### config.mk
export PLATFORM = sky130hd
export DESIGN_NAME = cnn_layer_sequencer_flat
export DESIGN_NICKNAME = d
export VERILOG_FILES = /design/src/rtl/cnn_seq_pkg.sv /design/src/rtl/cnn_layer_sequencer_if.sv /design/src/rtl/cnn_seq_desc_mem.sv /design/src/rtl/cnn_layer_sequencer.sv /design/src/flat_wrapper.sv
export SDC_FILE = /design/constraint.sdc
export NUM_CORES = 1
export LEC_CHECK = 0
export ABC_AREA = 1
export BUFFER_PORTS_ARGS = -buffer_cell sky130_fd_sc_hd__buf_2
export CORE_ASPECT_RATIO = 1.2
export CORE_UTILIZATION = 55
export DETAILED_ROUTE_END_ITERATION = 7
export HOLD_SLACK_MARGIN = 0.1
export PLACE_DENSITY = 0.73
export SYNTH_ARGS = -nofsm -noshare
export SYNTH_HDL_FRONTEND = slang
export SYNTH_SLANG_ARGS = --single-unit
export TNS_END_PERCENT = 1
### constraint.sdc
create_clock -name clk -period 2.67 [get_ports clk]
set_input_delay 0.267 -clock clk [delete_from_list [all_inputs] [get_ports clk]]
set_output_delay 0.267 -clock clk [all_outputs]
set_load 0.1 [all_outputs]
### src/rtl/cnn_seq_pkg.sv
// Shared types and constants for the CNN layer sequencer: layer-type and
// FSM state enums, descriptor field offsets, watchdog counter width and
// small helpers that decode a descriptor header.
package cnn_seq_pkg;

    typedef enum logic [1:0] {
        LT_CONV = 2'd0,
        LT_POOL = 2'd1,
        LT_FC   = 2'd2,
        LT_RSVD = 2'd3
    } layer_type_e;

    typedef enum logic [2:0] {
        S_IDLE  = 3'd0,
        S_FETCH = 3'd1,
        S_ISSUE = 3'd2,
        S_WAIT  = 3'd3,
        S_ERR   = 3'd4
    } seq_state_e;

    // Descriptor layout: [1:0] type, [2] last flag, [DESC_WIDTH-1:3] opaque config
    localparam int TYPE_LSB = 0;
    localparam int LAST_BIT = 2;
    localparam int CFG_LSB  = 3;

    // Watchdog counter width
    localparam int WDOG_W = 16;

    // Layer type from the descriptor header bits
    function automatic layer_type_e desc_type(input logic [CFG_LSB-1:0] hdr);
        return layer_type_e'(hdr[TYPE_LSB +: 2]);
    endfunction

    // Explicit last-layer flag from the descriptor header bits
    function automatic logic desc_last(input logic [CFG_LSB-1:0] hdr);
        return hdr[LAST_BIT];
    endfunction

endpackage

### src/rtl/cnn_layer_sequencer_if.sv
// Bundle of the sequencer's host programming/control signals and the engine
// launch/completion handshakes. The slave modport is the sequencer side; the
// master modport is the host/engine side.
interface cnn_layer_sequencer_if #(
    parameter int MAX_LAYERS = 8,
    parameter int DESC_WIDTH = 64
);
    localparam int AW = $clog2(MAX_LAYERS);

    // Host programming and control
    logic                  prog_we;
    logic [AW-1:0]         prog_addr;
    logic [DESC_WIDTH-1:0] prog_data;
    logic                  start;
    logic                  abort;

    // Engine handshakes
    logic                  conv_valid_in;
    logic                  conv_valid_out;
    logic                  pool_valid_in;
    logic                  pool_valid_out;
    logic                  fc_en;
    logic                  fc_valid;

    // Status
    logic [AW-1:0]         cur_layer;
    logic [DESC_WIDTH-1:0] cur_desc;
    logic                  busy;
    logic                  done;
    logic                  error;
    logic [AW-1:0]         err_layer;

    modport slave (
        input  prog_we, prog_addr, prog_data, start, abort,
        input  conv_valid_out, pool_valid_out, fc_valid,
        output conv_valid_in, pool_valid_in, fc_en,
        output cur_layer, cur_desc, busy, done, error, err_layer
    );

    modport master (
        output prog_we, prog_addr, prog_data, start, abort,
        output conv_valid_out, pool_valid_out, fc_valid,
        input  conv_valid_in, pool_valid_in, fc_en,
        input  cur_layer, cur_desc, busy, done, error, err_layer
    );

endinterface

### src/rtl/cnn_seq_desc_mem.sv
// Descriptor register file: MAX_LAYERS slots of DESC_WIDTH bits, synchronous
// write, combinational read, every slot cleared by the synchronous
// active-low reset so an unprogrammed slot reads as a non-last conv layer.
module cnn_seq_desc_mem #(
    parameter int MAX_LAYERS = 8,
    parameter int DESC_WIDTH = 64,
    localparam int AW = $clog2(MAX_LAYERS)
) (
    input  logic                  clk,
    input  logic                  rst_n,
    input  logic                  we_i,
    input  logic [AW-1:0]         waddr_i,
    input  logic [DESC_WIDTH-1:0] wdata_i,
    input  logic [AW-1:0]         raddr_i,
    output logic [DESC_WIDTH-1:0] rdata_o
);

    logic [DESC_WIDTH-1:0] slot_view [MAX_LAYERS];

    genvar gi;
    generate
        for (gi = 0; gi < MAX_LAYERS; gi++) begin : g_slot
            logic [DESC_WIDTH-1:0] slot_q;

            // One slot: cleared on reset, loaded when its address is written
            always_ff @(posedge clk) begin
                if (!rst_n) begin
                    slot_q <= '0;
                end else if (we_i && (waddr_i == AW'(gi))) begin
                    slot_q <= wdata_i;
                end
            end

            assign slot_view[gi] = slot_q;
        end
    endgenerate

    assign rdata_o = slot_view[raddr_i];

endmodule

### src/rtl/cnn_layer_sequencer.sv
// CNN layer sequencer: walks a descriptor program from slot 0, launching the
// conv/pool/fc engine selected by each descriptor and waiting for that
// engine's completion before moving on. A reserved descriptor type stops the
// run in ERR.
// Optional feature macro: CNN_SEQ_TIMEOUT_EN builds a WAIT-state watchdog that
// faults a layer whose engine does not complete within TIMEOUT_CYCLES cycles.
// The TIMEOUT_CYCLES parameter only exists when that macro is defined.
module cnn_layer_sequencer
    import cnn_seq_pkg::*;
#(
    parameter int MAX_LAYERS = 8,
    parameter int DESC_WIDTH = 64
`ifdef CNN_SEQ_TIMEOUT_EN
    ,
    parameter int TIMEOUT_CYCLES = 65535
`endif
) (
    input  logic                  clk,
    input  logic                  rst_n,
    cnn_layer_sequencer_if.slave  bus
);

    localparam int AW = $clog2(MAX_LAYERS);

    seq_state_e            state_q, state_d;
    logic [AW-1:0]         cur_layer_q, cur_layer_d;
    logic [DESC_WIDTH-1:0] cur_desc_q, cur_desc_d;
    logic                  busy_q, busy_d;
    logic                  done_q, done_d;
    logic                  error_q, error_d;
    logic [AW-1:0]         err_layer_q, err_layer_d;
`ifdef CNN_SEQ_TIMEOUT_EN
    logic [WDOG_W-1:0]     wdog_q, wdog_d;
`endif

    logic [DESC_WIDTH-1:0] mem_rdata;
    layer_type_e           cur_type;
    layer_type_e           fetch_type;
    logic                  completion;
    logic                  is_last;

    // Writes are accepted only between runs; a write in the start cycle is
    // committed at that edge, before slot 0 is read in FETCH.
    cnn_seq_desc_mem #(
        .MAX_LAYERS (MAX_LAYERS),
        .DESC_WIDTH (DESC_WIDTH)
    ) u_desc_mem (
        .clk     (clk),
        .rst_n   (rst_n),
        .we_i    (bus.prog_we && !busy_q),
        .waddr_i (bus.prog_addr),
        .wdata_i (bus.prog_data),
        .raddr_i (cur_layer_q),
        .rdata_o (mem_rdata)
    );

    assign cur_type   = desc_type(cur_desc_q[CFG_LSB-1:0]);
    assign fetch_type = desc_type(mem_rdata[CFG_LSB-1:0]);
    assign is_last    = desc_last(cur_desc_q[CFG_LSB-1:0]) ||
                        (cur_layer_q == AW'(MAX_LAYERS - 1));

    // Only the completion of the engine that was launched is looked at
    always_comb begin
        completion = 1'b0;
        case (cur_type)
            LT_CONV: completion = bus.conv_valid_out;
            LT_POOL: completion = bus.pool_valid_out;
            LT_FC:   completion = bus.fc_valid;
            default: completion = 1'b0;
        endcase
    end

    // Next-state logic; abort overrides every other event in the same cycle
    always_comb begin
        state_d     = state_q;
        cur_layer_d = cur_layer_q;
        cur_desc_d  = cur_desc_q;
        busy_d      = busy_q;
        done_d      = 1'b0;
        error_d     = error_q;
        err_layer_d = err_layer_q;
`ifdef CNN_SEQ_TIMEOUT_EN
        wdog_d      = wdog_q;
`endif
        if (bus.abort) begin
            state_d = S_IDLE;
            busy_d  = 1'b0;
            error_d = 1'b0;
        end else begin
            case (state_q)
                S_IDLE, S_ERR: begin
                    if (bus.start) begin
                        state_d     = S_FETCH;
                        cur_layer_d = '0;
                        busy_d      = 1'b1;
                        error_d     = 1'b0;
                    end
                end
                S_FETCH: begin
                    cur_desc_d = mem_rdata;
                    if (fetch_type == LT_RSVD) begin
                        state_d     = S_ERR;
                        err_layer_d = cur_layer_q;
                        busy_d      = 1'b0;
                        error_d     = 1'b1;
                    end else begin
                        state_d = S_ISSUE;
                    end
                end
                S_ISSUE: begin
`ifdef CNN_SEQ_TIMEOUT_EN
                    wdog_d  = '0;
`endif
                    state_d = S_WAIT;
                end
                S_WAIT: begin
                    if (completion) begin
                        if (is_last) begin
                            state_d = S_IDLE;
                            done_d  = 1'b1;
                            busy_d  = 1'b0;
                        end else begin
                            state_d     = S_FETCH;
                            cur_layer_d = cur_layer_q + AW'(1);
                        end
                    end
`ifdef CNN_SEQ_TIMEOUT_EN
                    // wdog_q holds the number of WAIT cycles already spent
                    else if (wdog_q == WDOG_W'(TIMEOUT_CYCLES - 1)) begin
                        state_d     = S_ERR;
                        err_layer_d = cur_layer_q;
                        busy_d      = 1'b0;
                        error_d     = 1'b1;
                    end else begin
                        wdog_d = wdog_q + WDOG_W'(1);
                    end
`endif
                end
                default: begin
                    state_d = S_IDLE;
                    busy_d  = 1'b0;
                end
            endcase
        end
    end

    // State and status registers with synchronous active-low reset
    always_ff @(posedge clk) begin
        if (!rst_n) begin
            state_q     <= S_IDLE;
            cur_layer_q <= '0;
            cur_desc_q  <= '0;
            busy_q      <= 1'b0;
            done_q      <= 1'b0;
            error_q     <= 1'b0;
            err_layer_q <= '0;
`ifdef CNN_SEQ_TIMEOUT_EN
            wdog_q      <= '0;
`endif
        end else begin
            state_q     <= state_d;
            cur_layer_q <= cur_layer_d;
            cur_desc_q  <= cur_desc_d;
            busy_q      <= busy_d;
            done_q      <= done_d;
            error_q     <= error_d;
            err_layer_q <= err_layer_d;
`ifdef CNN_SEQ_TIMEOUT_EN
            wdog_q      <= wdog_d;
`endif
        end
    end

    // Launch pulses depend only on registered state and descriptor
    assign bus.conv_valid_in = (state_q == S_ISSUE) && (cur_type == LT_CONV);
    assign bus.pool_valid_in = (state_q == S_ISSUE) && (cur_type == LT_POOL);
    assign bus.fc_en         = (state_q == S_ISSUE) && (cur_type == LT_FC);

    assign bus.cur_layer = cur_layer_q;
    assign bus.cur_desc  = cur_desc_q;
    assign bus.busy      = busy_q;
    assign bus.done      = done_q;
    assign bus.error     = error_q;
    assign bus.err_layer = err_layer_q;

endmodule

### src/flat_wrapper.sv
// flat-port wrapper written by rule: the top's interface ports become plain ports
module cnn_layer_sequencer_flat import cnn_seq_pkg::*;
#(
    parameter int MAX_LAYERS = 8,
    parameter int DESC_WIDTH = 64

)
  (clk, rst_n, bus_prog_we, bus_prog_addr, bus_prog_data, bus_start, bus_abort, bus_conv_valid_out, bus_pool_valid_out, bus_fc_valid, bus_conv_valid_in, bus_pool_valid_in, bus_fc_en, bus_cur_layer, bus_cur_desc, bus_busy, bus_done, bus_error, bus_err_layer);
  cnn_layer_sequencer_if #(.MAX_LAYERS(MAX_LAYERS), .DESC_WIDTH(DESC_WIDTH)) bus_i ();
  input  logic clk;
  input  logic rst_n;
  input wire logic [$bits(bus_i.prog_we)-1:0] bus_prog_we;
  input wire logic [$bits(bus_i.prog_addr)-1:0] bus_prog_addr;
  input wire logic [$bits(bus_i.prog_data)-1:0] bus_prog_data;
  input wire logic [$bits(bus_i.start)-1:0] bus_start;
  input wire logic [$bits(bus_i.abort)-1:0] bus_abort;
  input wire logic [$bits(bus_i.conv_valid_out)-1:0] bus_conv_valid_out;
  input wire logic [$bits(bus_i.pool_valid_out)-1:0] bus_pool_valid_out;
  input wire logic [$bits(bus_i.fc_valid)-1:0] bus_fc_valid;
  output wire logic [$bits(bus_i.conv_valid_in)-1:0] bus_conv_valid_in;
  output wire logic [$bits(bus_i.pool_valid_in)-1:0] bus_pool_valid_in;
  output wire logic [$bits(bus_i.fc_en)-1:0] bus_fc_en;
  output wire logic [$bits(bus_i.cur_layer)-1:0] bus_cur_layer;
  output wire logic [$bits(bus_i.cur_desc)-1:0] bus_cur_desc;
  output wire logic [$bits(bus_i.busy)-1:0] bus_busy;
  output wire logic [$bits(bus_i.done)-1:0] bus_done;
  output wire logic [$bits(bus_i.error)-1:0] bus_error;
  output wire logic [$bits(bus_i.err_layer)-1:0] bus_err_layer;
  assign bus_i.prog_we = bus_prog_we;
  assign bus_i.prog_addr = bus_prog_addr;
  assign bus_i.prog_data = bus_prog_data;
  assign bus_i.start = bus_start;
  assign bus_i.abort = bus_abort;
  assign bus_i.conv_valid_out = bus_conv_valid_out;
  assign bus_i.pool_valid_out = bus_pool_valid_out;
  assign bus_i.fc_valid = bus_fc_valid;
  assign bus_conv_valid_in = bus_i.conv_valid_in;
  assign bus_pool_valid_in = bus_i.pool_valid_in;
  assign bus_fc_en = bus_i.fc_en;
  assign bus_cur_layer = bus_i.cur_layer;
  assign bus_cur_desc = bus_i.cur_desc;
  assign bus_busy = bus_i.busy;
  assign bus_done = bus_i.done;
  assign bus_error = bus_i.error;
  assign bus_err_layer = bus_i.err_layer;
  cnn_layer_sequencer #(.MAX_LAYERS(MAX_LAYERS), .DESC_WIDTH(DESC_WIDTH)) u_core (.clk(clk), .rst_n(rst_n), .bus(bus_i));
endmodule
Yosys cells after proc, flatten, opt, wreduce, memory -nomap -nowiden

Index checks and enable logic that the tools add are counted.

Register bits after elaboration: 588
Input bits: 75
Output and inout bits: 76
Word-level logic and storage cells: 93

$add $sub $neg: 1
$lt $le $gt $ge: 1
Eq/ne operators: 20
Mux-type cells: 22
Bitwise operators: 6
Reductions and logical operators: 28

Operators by type and width:

| operator                                                  | count |
|---|---|
| binary-select mux 64 bit (select 3 bit)                   | 1 |
| 2-to-1 mux 64 bit                                         | 2 |
| == test 3 bit (second input constant)                     | 6 |
| 2-to-1 mux 3 bit                                          | 6 |
| == test 3 x 2 -> 1 bit (second input constant)            | 4 |
| logical AND 1 bit                                         | 12 |
| one-hot mux 3 bit (4 select lines)                        | 1 |
| AND reduction 5 bit                                       | 2 |
| 2-to-1 mux 1 bit                                          | 8 |
| == test 3 x 1 -> 1 bit (second input constant)            | 2 |
| zero test 3 bit                                           | 2 |
| != test 2 x 1 -> 1 bit (second input constant)            | 3 |
| one-hot mux 3 bit (2 select lines)                        | 1 |
| AND reduction 3 bit                                       | 2 |
| inverter 1 bit                                            | 5 |
| == test 2 bit (second input constant)                     | 2 |
| greater-or-equal comparator 4 bit (second input constant) | 1 |
| != test 2 bit (second input constant)                     | 2 |
| inverter 3 -> 4 bit                                       | 1 |
| one-hot mux 1 bit (4 select lines)                        | 1 |
| AND reduction 2 bit                                       | 2 |
| nonzero test 2 bit                                        | 2 |
| OR reduction 2 bit                                        | 2 |
| OR reduction 4 bit                                        | 1 |
| 7 further kinds                                           | 7 |

Logic depth before layout (Yosys ltp)

Gate-level depths: netlist (run 1).

Depth in word-level cells: 7
Mapped depth: 13
Depth with buffers taken out: 11

Hierarchy

A second synthesis (run 1) with hierarchy kept.

Cells, all modules: 4,313
Area total of the unflattened synthesis: 27,381.3 um2

Modules (own cells, without submodules):

| module              | times used | cells each | area each (um2) | seq. area each (um2) |
|---|---|---|---|---|
| cnn_seq_desc_mem    | 1          | 3,937      | 24,532.3        | 10,249.8 |
| cnn_layer_sequencer | 1          | 376        | 2,849.0         | 1,521.5 |

Worst setup path before layout (run 1)

OpenSTA, ideal clock, no wires.

Kind: register to output
Start: reg u_core.cur_desc_q[0] (netlist: u_core.bus.cur_desc[0])
End: out bus_pool_valid_in
Arrival: 3,280 ps
Required time: 2,403 ps
Path slack: -877 ps
Cell stages (with the launch flop): 3
Buffers on the path: 0
Cell sequence: dfxtp_1 inv_1 nor3_1

Cells in the longest elaborated chain, start to end: 2

Ends and longest elaborated chain:

| element                  | line                       | RTL |
|---|---|---|
| start: declaration       | cnn_layer_sequencer.sv:27  | `logic [DESC_WIDTH-1:0] cur_desc_q, cur_desc_d;` |
| start signal: assignment | cnn_layer_sequencer.sv:163 | `cur_desc_q <= cur_desc_d;` |
| == test 2 x 1 -> 1 bit   | cnn_layer_sequencer.sv:176 | `assign bus.pool_valid_in = (state_q == S_ISSUE) && (cur_type == LT_POOL);` |
| logical AND 1 bit        | cnn_layer_sequencer.sv:176 |  |
| end: declaration         | flat_wrapper.sv:21         | `output wire logic [$bits(bus_i.pool_valid_in)-1:0] bus_pool_valid_in;` |

No other way between the ends.

Worst setup path in the final report (run 1)

Start: reg u_core.cur_layer_q[2] (netlist: u_core.bus.cur_layer[2])
End: out bus_cur_layer[2]

RTL lines:

| element                  | line                       | RTL |
|---|---|---|
| start: declaration       | cnn_layer_sequencer.sv:26  | `logic [AW-1:0] cur_layer_q, cur_layer_d;` |
| start signal: assignment | cnn_layer_sequencer.sv:162 | `cur_layer_q <= cur_layer_d;` |
| end: declaration         | flat_wrapper.sv:23         | `output wire logic [$bits(bus_i.cur_layer)-1:0] bus_cur_layer;` |

No word-level cell between the ends.

==> results of run 1 <==
## registers in the layout (all words and copies together), names as in the netlist
name                             cells
u_core.state_q                       3
u_core.bus.error                     1
u_core.bus.busy                      1
u_core.bus.cur_layer                 3
u_core.u_desc_mem.g_slot.slot_q    512
u_core.bus.cur_desc                 64
u_core.bus.err_layer                 3
u_core.bus.done                      1
## cells in the mapped netlist
cell type  count
buf_1          3
nor2_4         4
nand2_2        3
dfxtp_1      588
nor2_2         3
nor3_2         1
nand4_1        4
inv_4          1
ha_1           2
inv_2          7
o21ai_1       29
inv_1        227
o21ai_0      921
a21oi_1      392
nor2_1       765
nand3_1       16
o31ai_1        1
buf_6          3
a21oi_2        2
nor3_1         4
nand3_2        1
clkbuf_1     190
buf_4          4
buf_2         78
nand2_1       44
clkbuf_2       3
or2_2          1
a31oi_1        2
o22ai_1       62
a211oi_1       1
## cell families after synthesis
family / after synthesis
AOI/OAI and AO/OA: 1410
adders and majority gates: 2
buffers and inverters: 516
DFF: 588
and+or+nand+nor: 846
## final cells by class
cell class | instances | area, µm²
clock buffers | 79 | 1630
clock inverters | 20 | 191
fillers | 3755 | 16000
inverters | 235 | 888
multi-input cells | 2258 | 10500
flip-flops and latches | 588 | 11800
well taps | 559 | 699
repair buffers | 268 | 2070
## worst min path at each step
| stage | start | endpoint | depth (start not counted) |
|---|---|---|---|
| 5_1_grt | bus_fc_valid | u_core.bus.done | 5 |
| 3_5_place_dp | u_core.u_desc_mem.g_slot[5].slot_q[8] | u_core.u_desc_mem.g_slot[5].slot_q[8] | 2 |
| 6_report | bus_prog_addr[1] | u_core.u_desc_mem.g_slot[1].slot_q[13] | 6 |
| 4_1_cts | bus_prog_addr[1] | u_core.u_desc_mem.g_slot[1].slot_q[13] | 6 |
| 2_1_floorplan | bus_prog_data[10] | u_core.u_desc_mem.g_slot[0].slot_q[10] | 2 |
| 3_3_place_gp | u_core.u_desc_mem.g_slot[5].slot_q[54] | u_core.u_desc_mem.g_slot[5].slot_q[54] | 2 |
## layer usage
layer	vias to the layer above	GRT usage (%)	routed length, µm
li1	11300	-	-
met1	10900	40.0	29800
met2	931	50.5	33200
met3	145	4.26	5190
met4	0	12.1	2070
met5	-	0	0
## power by group through the flow
stage	logic, mW	registers, mW	clock network [mW]
2_1_floorplan	0.656	9.70	0
3_3_place_gp	1.38	9.40	0
3_5_place_dp	1.42	9.41	0
4_1_cts	1.50	9.22	8.04
5_1_grt	1.65	9.25	8.41
6_report	1.52	9.23	7.91
## tightest hold or removal path, stage by stage
cell and delay [ps]:
buf_2 110, nor2_1 50, inv_1 100, nor2_4 70, clkinv_2 140, a21oi_1 80
==> run metrics, run 1 <==
status finished clean; num rows 84; Max Cap Violations 0; Synth Area in XOR/XNOR 0%; commonest non-fill, non-tap cell in the layout o21ai_0; DR iter-0 viols between 2,000 and 2,500; Reg power frac between 40% and 50%; Internal 14.0 mW; placed insts ~3,800; critical path endpoint bus_cur_layer[2]; Max Freq approximately 400 MHz; clock share of power approximately 42%; CTS Buffer Depth 3; DP Wirelength approximately 39,000 µm; Hold Fails Final Rpt 0; CP arrival 2210 ps; Required @ worst endpoint about 2400 ps; Final GP Congestion roughly 0.84; Distinct cells, synth 30; Final Skew approximately 21 ps; Routed WL per cell approximately 18 µm; Pleak roughly 11 nW; yosys warns 0; Psw about 4.6 mW; clock slew at reported path FFs approximately 60 ps; Post-Synth Simple-Gate Area 13.5%; finished layout cell area about 28,000 µm²; # resized after CTS 0; DP Area 25,200 µm²; synthesis-to-layout area growth 14.2%; worst slack, placed between 600 and 700 ps; Register-to-Register Setup Slack roughly 570 ps; fin util a little under two thirds; r2r endpoint u_core.bus.busy; total negative slack 0 ps; Crit path depth 2; Post-Synth Adder-Cell Area 0.103%; maximum vdd drop ~570 µV; CP startpoint kind register; Worst Setup SP u_core.bus.cur_layer[2]; root buffer cell clkbuf_16; Pwr Total 18.7 mW; IO buf count 150; Die ar. roughly 45,000 µm²; initial antenna violation count 0; # setup viols final 0; Hold Path Class in -> reg; Final WS setup approximately 190 ps; most frequent cells in the layout 921 x o21ai_0, 764 x nor2_1, 585 x dfxtp_1, 392 x a21oi_1, 223 x inv_1; Min Hold Slack about 260 ps; share of cells above drive strength 1 under 10%; TritonCTS clock tree done; Core ar. between 40,000 and 50,000 µm²; RSZ-0062 raised after global routing no; largest family of logic cells by synthesized area compound AO/OA/AOI/OAI gates; Post-Synthesis Cells roughly 3,400; Worst Path Class, Setup reg -> out; fin crit share just over 90%; CP max stage cell dfxtp_4; WP buf/inv 2; post-cts hold buffer count between 60 and 70; Total Routing Usage GR 30.4%; fin crit period between 2000 and 2500 ps; DR vias between 20,000 and 25,000; top post-synthesis cells by area dfxtp_1 48%, o21ai_0 19%, nor2_1 12%; sequential area share after synthesis 48.5%; clock sink count approximately 590; Sw Share 24.8%; pwr dens between 600 and 700 nW/µm²; CP delay by family, top buffers and inverters; relative slew slack between 30 and 40%; CTS buffer count 55; synthesized flop and latch total a little under 600; Post-Layout Cell Count about 4,000; slew of the pin with the lowest slew margin ~920 ps; H-tree levels 2; origin of the critical flop-to-flop path u_core.bus.cur_layer[0]; first-pass GRT wire length 112,000 µm; Post-Syn Nets around 3,400; final slew viol count 0; reg2reg path depth 11; Post-Syn Area around 24,000 µm²; largest net degree at the start of global routing between 150 and 200; Critical Path Fanout Max 33; share of the synthesized area in the top cell type between 40% and 50%; Compound-Gate Fraction of Synth Area between 20% and 30%; post-synthesis mux area share 0%; final WL 70,300 µm; Clock Latency Late Sink approximately 620 ps; CP endpoint kind primary output; Synth Area per Inst 7.23 µm²; Die Ht roughly 230 µm; post-route ant nets 0; 1st-pass router iterations 5; Final #Nets about 3,500; Starting Density between 50% and 60%; Die Span X a little under 200 µm; Combinational Power Share approximately 8.1%; IO Count between 150 and 200; vias in the first global route about 21,000; setup bufs post-CTS 0; cell taking the most area after synthesis dfxtp_1; Vias/cell ~5.8; CP max stage delay a little over 600 ps; DRC violations left 0; total gr overflow 0; Antenna Cells 0; crit-path cells buf_4, buf_2
Power figures use the tool's default switching activity.
==> run 2, diff against run 1 <==
CORE_UTILIZATION = 65   (was 55)
PLACE_DENSITY = 0.85   (was 0.73)
REMOVE_ABC_BUFFERS = 1   (was unset)
SLEW_MARGIN = 0   (was unset)
==> run metrics, run 2 (same netlist as run 1, synthesis figures left out) <==
CP arrival 2220 ps (about the same); Required @ worst endpoint 2400 ps (about the same); # setup viols final 0 (unchanged); setup bufs post-CTS 0 (unchanged); CP max stage delay 610 ps (about the same); most frequent cells in the layout 921 x o21ai_0, 764 x nor2_1, 585 x dfxtp_1, 392 x a21oi_1, 223 x inv_1; initial antenna violation count 2 (+2); CTS buffer count 53 (-3.6%); root buffer cell clkbuf_16; Routed WL per cell 17.5 µm (about the same); metal1 wirelength 27,300 µm (-8.2%); Clock Latency Late Sink 600 ps (-20 ps); post-route ant nets 0 (unchanged); Core ar. 36,800 µm² (-16%); DR vias 23,900 (+2.5%); IO buf count 150 (unchanged); clock slew at reported path FFs 60 ps (about the same); Max Cap Violations 0 (unchanged); slew of the pin with the lowest slew margin 1180 ps (+260 ps); share of cells above drive strength 1 8.67% (-0.70 points); Pleak 11.1 nW (-1.3%); crit-path cells buf_12, buf_2; first-pass GRT wire length 110,000 µm (-1.9%); CP delay by family, top buffers and inverters; # resized after CTS 0 (unchanged); Critical Path Fanout Max 112 (+240%); DR iter-0 viols 3,024 (+35%); maximum vdd drop 618 µV (+8.4%); final WL 68,400 µm (-2.7%); pwr dens 664 nW/µm² (-1.3%); Top Metal Used met4; Max Freq 402 MHz (-0.37%); Die Span X 178 µm (-7.9%); IO Count 151 (unchanged); WL met3 6110 µm (+18%); total gr overflow 0 (unchanged); Min Hold Slack 119 ps (-137 ps); CTS Buffer Depth 3 (unchanged); Vias/cell 6.12 (+5.2%); fin crit period 2490 ps (+9.19 ps); Post-Layout Cell Count 3,904 (-2.6%); CP startpoint kind register; max reg flops 512 (unchanged); clock sink count 588 (unchanged); fin util 74.4% (+11 points); relative slew slack 21.2% (-17 points); largest register by flop count u_core.u_desc_mem.g_slot.slot_q; Routed met2 length 32,800 µm (-1.2%); Total Routing Usage GR 35.2% (+4.8 points); placed insts 3,742 (-2.6%); CP max stage cell dfxtp_4; 1st-pass router iterations 8 (+3); Hold Path Class in -> reg; RSZ-0062 raised after global routing no; Die Ht 214 µm (-7.9%); Starting Density 66.0% (+10 points); TritonCTS clock tree done; Hold Fails Final Rpt 0 (unchanged); Die ar. 38,200 µm² (-15%); Final #Nets 3,466 (-0.49%); Final GP Congestion 0.851 (+1.4%); vias in the first global route 22,100 (+3.0%); Worst Path Class, Setup reg -> out; num rows 77 (-8.3%); synthesis-to-layout area growth 12.7%; commonest non-fill, non-tap cell in the layout o21ai_0; DP Wirelength 35,300 µm (-10%); H-tree levels 2 (unchanged); largest net degree at the start of global routing 161 (-14%); final slew viol count 0 (unchanged); failing checks design-rule violations; Pwr Total 18.2 mW (-2.6%); Final Skew 27.5 ps (+6.54 ps); CP endpoint kind primary output; fin crit share 93.2% (+0.34 points); WP buf/inv 2 (unchanged); post-cts hold buffer count 66 (-2.9%); status finished with violations; DRC violations left 1 (+1)
==> run 2: per-stage QoR <==
| step | worst slack, ps | cell area, µm² | TNS, ps |
|---|---|---|---|
| 2_1_floorplan | -7350 | 23100 | -672040 |
| 3_3_place_gp | 625 | 25000 | 0 |
| 3_5_place_dp | 506 | 25000 | 0 |
| 4_1_cts | 222 | 27400 | 0 |
| 5_1_grt | 142 | 27400 | 0 |
| 6_report | 182 | 27400 | 0 |
==> run 2: where the power goes <==
part / internal, mW / switching, mW
clock: 4.20 / 3.26
combinational: 0.397 / 1.10
sequential: 9.09 / 0.138
==> run 2: path summary, 6_finish.rpt <==
path / endpoint / cells after the start / from / slack (ps)
setup / recovery: bus_cur_layer[0] / 2 / u_core.bus.cur_layer[0] / 180
setup reg to reg: u_core.u_desc_mem.g_slot[3].slot_q[62] / 7 / u_core.bus.busy / 520
hold reg to reg: u_core.u_desc_mem.g_slot[5].slot_q[20] / 2 / u_core.u_desc_mem.g_slot[5].slot_q[20] / 440
hold / removal: u_core.u_desc_mem.g_slot[1].slot_q[8] / 3 / rst_n / 120
==> run 2: final cells by class <==
type	count	area, µm²
fill	2752	9420
timing repair buffer	253	1950
sequential	588	11800
multi-input combinational	2258	10500
clock buffer	85	1650
antenna	3	7.51
clock inverter	8	48.8
inverter	235	892
tap	474	593
==> run 2: worst min-delay path: stages <==
cell and delay, ps:
buf_8 200, o21ai_0 130, a21oi_1 40
==> run 2: routing by layer <==
layer / up-vias / global-route usage [%]
met3: 183 / 5.51
met5: - / 0
met2: 1282 / 58.6
li1: 11300 / -
met1: 11200 / 44.9
met4: 0 / 16.0
